===== config.mk =====
export PLATFORM = sky130hd
export DESIGN_NAME = bcd_tick_counter
export DESIGN_NICKNAME = d
export VERILOG_FILES = /design/src/rtl/bcd_tick_counter.sv
export SDC_FILE = /design/constraint.sdc
export NUM_CORES = 1
export LEC_CHECK = 0
export ABC_AREA = 1
export CELL_PAD_IN_SITES_DETAIL_PLACEMENT = 0
export CELL_PAD_IN_SITES_GLOBAL_PLACEMENT = 2
export CORE_MARGIN = 1.5
export CORE_UTILIZATION = 29
export CTS_CLUSTER_SIZE = 8
export DETAILED_ROUTE_END_ITERATION = 12
export PLACE_DENSITY_LB_ADDON = 0.05
export SLEW_MARGIN = 15
export SYNTH_ARGS = -nofsm -noshare
export SYNTH_HDL_FRONTEND = slang
export SYNTH_SLANG_ARGS = --single-unit
export TNS_END_PERCENT = 20

===== constraint.sdc =====
create_clock -name clk_in -period 4.3 [get_ports clk_in]
set_input_delay 0.645 -clock clk_in [delete_from_list [all_inputs] [get_ports clk_in]]
set_output_delay 0.645 -clock clk_in [all_outputs]
set_load 0.01 [all_outputs]

===== src/rtl/bcd_tick_counter.sv =====
// bcd_tick_counter
//   Multi-digit BCD up/down counter stepped by rising edges of a slow
//   toggle level (tick_level), detected in the clk_in domain. A small
//   IDLE/RUN/HOLD state machine gates stepping. Supports clear, parallel
//   load (digits above 9 saturate to 9) and a one-cycle terminal-count pulse
//   on wrap-around.
//
// Ports
//   clk_in      system clock, rising edge
//   rst         asynchronous active-high reset
//   tick_level  divided toggle level; each 0->1 is one count step
//   start       enter RUN (from IDLE/HOLD)
//   stop        enter HOLD from RUN (beats start)
//   clear       count to zero, enter IDLE (beats everything)
//   up_down     1 = up, 0 = down, sampled at each step
//   load        load saturated load_value into count
//   load_value  BCD value to load
//   count       registered BCD count
//   running     high while in RUN
//   tc_pulse    one-cycle pulse aligned with a wrapped count

// One BCD digit of the increment/decrement chain. cin requests a +/-1 on
// this digit; cout propagates the carry (up) or borrow (down).
module bcd_digit (
  input  logic [3:0] d,
  input  logic       up,
  input  logic       cin,
  output logic [3:0] q,
  output logic       cout
);
  always_comb begin
    q    = d;
    cout = 1'b0;
    if (cin) begin
      if (up) begin
        if (d >= 4'd9) begin
          q    = 4'd0;
          cout = 1'b1;
        end else begin
          q = d + 4'd1;
        end
      end else begin
        if (d == 4'd0) begin
          q    = 4'd9;
          cout = 1'b1;
        end else begin
          q = d - 4'd1;
        end
      end
    end
  end
endmodule

module bcd_tick_counter #(
  parameter int NUM_DIGITS = 4
) (
  input  logic                    clk_in,
  input  logic                    rst,
  input  logic                    tick_level,
  input  logic                    start,
  input  logic                    stop,
  input  logic                    clear,
  input  logic                    up_down,
  input  logic                    load,
  input  logic [4*NUM_DIGITS-1:0] load_value,
  output logic [4*NUM_DIGITS-1:0] count,
  output logic                    running,
  output logic                    tc_pulse
);
  localparam int W = 4 * NUM_DIGITS;

  typedef enum logic [1:0] {IDLE = 2'd0, RUN = 2'd1, HOLD = 2'd2} state_t;

  state_t         state_q, state_d;
  logic           tick_d;
  logic           step;
  logic           do_step;
  logic [W-1:0]   count_nxt;
  logic [W-1:0]   load_sat;
  logic [NUM_DIGITS:0] carry;

  // tick_d resets high so a level already high at reset release is not a step
  always_ff @(posedge clk_in or posedge rst) begin
    if (rst) tick_d <= 1'b1;
    else     tick_d <= tick_level;
  end

  assign step = tick_level & ~tick_d;

  // Step only from RUN as seen at the start of the cycle, and only when no
  // higher-priority control is present.
  assign do_step = step & (state_q == RUN) & ~clear & ~load & ~stop;

  // Ripple carry/borrow chain; the least significant digit always gets +/-1,
  // carry out of the top digit marks the wrap.
  assign carry[0] = 1'b1;

  for (genvar g = 0; g < NUM_DIGITS; g++) begin : g_dig
    bcd_digit u_dig (
      .d    (count[4*g +: 4]),
      .up   (up_down),
      .cin  (carry[g]),
      .q    (count_nxt[4*g +: 4]),
      .cout (carry[g+1])
    );
    assign load_sat[4*g +: 4] = (load_value[4*g +: 4] > 4'd9) ? 4'd9 : load_value[4*g +: 4];
  end

  // State register
  always_ff @(posedge clk_in or posedge rst) begin
    if (rst) state_q <= IDLE;
    else     state_q <= state_d;
  end

  // Next state: clear > stop > start. load leaves the state alone.
  always_comb begin
    state_d = state_q;
    if (clear) begin
      state_d = IDLE;
    end else if (stop) begin
      if (state_q == RUN) state_d = HOLD;
    end else if (start) begin
      state_d = RUN;
    end
  end

  // Outputs decoded from the state register only
  always_comb begin
    running = (state_q == RUN);
  end

  // Count and terminal-count pulse
  always_ff @(posedge clk_in or posedge rst) begin
    if (rst) begin
      count    <= '0;
      tc_pulse <= 1'b0;
    end else begin
      tc_pulse <= 1'b0;
      if (clear) begin
        count <= '0;
      end else if (load) begin
        count <= load_sat;
      end else if (do_step) begin
        count    <= count_nxt;
        tc_pulse <= carry[NUM_DIGITS];
      end
    end
  end
endmodule


==> results.md <==
- Routed Antenna Nets: 0
- Synth Cell Area: 1898 µm²
- Period minus WS final: 2565 ps
- Num CTS Buffers: 3
- HP Start: state_q[0]$_DFFE_PP0P_
- Largest area contributor in the netlist: dfrtp_1
- I/O Pins: 42
- DRC Markers: 0
- Slew Limit Fails: 0
- Req. time, crit path: 4450 ps
- Max Freq: 0.3899 GHz
- DR WL met2: approximately 2500 µm
- Clk slew on worst S/H paths: 80 ps
- Routed WL: 5154 µm
- Async SR Flop Fraction: 100.0%
- Worst Hold Depth: 2
- Clock Latency Late Sink: around 260 ps
- Syn_area_per_cell: 6.412 µm²
- Via count: 1922
- Crit path DAT: 2720 ps
- Fin Setup TNS: 0 ps
- # nets final: 373
- Critical-path maximum fanout: 19
- GRT Total Usage: roughly 16%
- I/O Buffers: roughly 40
- Clock Tree Buf Depth: 2
- Synth Warn #: 0
- Critical path type: input pin to flip-flop
- # fillers: 706
- Synth Instances: 296
- Drt via density: 4.665
- Final Cycle Share: 59.65%
- TritonCTS clock tree: done
- Post-DP HPWL: 3942 µm
- Peak VDD IR: 110.2 µV
- Hold Buf Count CTS: 0
- Primary FF master, synth: dfrtp_1
- GRT overflow: 0
- Core area: 6350 µm²
- Layout Skew: roughly 1.6 ps
- Post-synthesis sequential area ratio: 26.43%
- Reg2reg path depth: 10
- H-tree levels: 1
- CP startpoint kind: input pin
- RSZ-0062 raised after global routing: no
- PwrDens: 259.4 nW/µm²
- Clk root buf: clkbuf_8
- Met3 wire len: approximately 250 µm
- Initial antenna violation count: 0
- Post-cts sizing count: 0
- R2R Path Start: count[4]$_DFFE_PP0P_
- Final Hold Viols: 0
- Hold_ws: 489.8 ps
- Final setup vio count: 0
- Initial Util: 29.89%
- Hold endpoint: state_q[0]$_DFFE_PP0P_
- Number of global-route vias before repair: 1908
- Slew margin rel.: 39.44%
- Fin area: 2419 µm²
- Netlist cell types: 33
- Reported max-cap violation count: 0
- Height of the die: 83.90 µm
- Number of flops mapped to enable cells by yosys: 0
- Outcome: finished clean
- Post-CTS Setup Inserts: 0
- Yosys reg bits: 20
- Syn nets: ~330
- Wire length per cell: 12.51 µm
- Largest net degree at the start of global routing: 23
- Met1 wire length: around 2400 µm
- ANT cells: 0
- # rows: 29
- Hold crit path type: flip-flop to flip-flop
- Area occupied by multi-input gates: around 1200 µm²
- Clock sink total: 20
- Cell Area, Placed: around 2400 µm²
- DRT Pass-1 Iters: 4
- RR Endpoint: count[9]$_DFFE_PP0P_
- Global-route wire length before repair: 9052 µm
- CP endpoint kind: flip-flop
- Area Growth Syn to Fin: 27.42%
- Final GP Congestion: slightly below 0.8
- Die width: 83.90 µm
- Pleak: 1.209 nW
- Storage cell area: 501.7 µm²
- Post-synth top area share: 25.05%
- Slew @ Worst Pin: 905.6 ps
- Die area: 7039 µm²
- Top Metal Used: met4
- Main area contributors after synthesis: dfrtp_1 25%, nand2_1 19%, ha_1 8.6%
- Reg-to-reg setup timing slack: 2520 ps
- Layout cells sized above 1: under 10%
- Initial DRC Count: 70
-- area by class of cell --
cell class | instances | area share [%]
inverters | 41 | 6.467
multi-input cells | 229 | 49.97
clock buffers | 4 | 1.862
repair buffers | 41 | 16.97
well taps | 77 | 3.983
flip-flops and latches | 20 | 20.74
-- worst max path at each step --
stage | cells after the start | startpoint | endpoint
after floorplan | 9 | up_down | count[8]$_DFFE_PP0P_
after global placement | 8 | up_down | count[6]$_DFFE_PP0P_
after detailed placement | 8 | up_down | count[5]$_DFFE_PP0P_
after CTS | 8 | up_down | count[5]$_DFFE_PP0P_
after global routing | 8 | up_down | count[4]$_DFFE_PP0P_
final | 8 | up_down | count[5]$_DFFE_PP0P_
-- metal layers --
layer	GRT usage (%)	vias up
met4	2.534	0
met2	26.91	44
met5	0	-
met1	20.57	851
met3	2.967	2
li1	-	1025
-- synthesized netlist by cell type, types with 4 or more instances --
cell type and count:
o21ai_0 16, nand2_2 5, nand2_1 97, buf_2 4, xor2_1 5, a21oi_1 13, ha_1 13, inv_1 36
nor2_1 21, nand3_1 31, dfrtp_1 19, o21ai_1 4
-- per-stage QoR --
stage	setup slack, ps	std cells	power, mW	utilization (%)
global route	1523	412	0.6882	38.09
global placement	1411	408	0.5056	37.38
CTS	1720	412	0.6384	38.09
detailed placement	1417	408	0.4992	37.38
finish	1735	412	0.6274	38.09
floorplan	2709	296	0.4017	-
-- critical path, stage by stage --
cell and delay (ps):
clkdlybuf4s50_1 1070, inv_4 160, nand3_1 230, nand2_2 120, a21boi_2 260, nor2_1 90
nand2_1 80, o21ai_1 60
-- state kept, by name, summed over array words and instances, names as in the netlist --
signal	cells
count	16
tick_d	1
tc_pulse	1
state_q	2
-- placed cells by master, fill, tap and decap left out --
cell / count
nand2_1: 97
clkdlybuf4s50_1: 41
inv_1: 36
nand3_1: 31
nor2_1: 21
dfrtp_1: 19
o21ai_0: 16
a21oi_1: 13
ha_1: 13
nand2_2: 5
xor2_1: 5
o21ai_1: 4
inv_2: 3
o21ai_2: 3
o211ai_1: 3
nand4_1: 3
clkbuf_8: 3
nor2_4: 2
xnor2_1: 2
o22ai_1: 2
inv_4: 1
nor2_2: 1
nand2_4: 1
nand4_4: 1
nor3_1: 1
nand3b_1: 1
clkinv_1: 1
a21boi_2: 1
nand3_2: 1
a21oi_2: 1
a31oi_1: 1
clkbuf_1: 1
dfstp_2: 1
-- power breakdown --
| part | internal [mW] | switching [mW] |
|---|---|---|
| Sequential | 0.206 | 0.0293 |
| Clock | 0.0660 | 0.0676 |
| Combinational | 0.115 | 0.143 |
| Total | 0.387 | 0.240 |
-- logic make-up (layout without fill, tap and decap cells) --
family | count (synthesis) | in the layout | synth area share, %
XOR/XNOR | 7 | 7 | 3.230
adder cells (fa/ha/maj) | 13 | 13 | 8.570
buffers and inverters | 47 | 86 | 9.888
flip-flops | 20 | 20 | 26.43
AND/OR/NAND/NOR | 165 | 165 | 38.56
AO/OA/AOI/OAI | 44 | 44 | 13.32
Power figures use the tool's default switching activity.
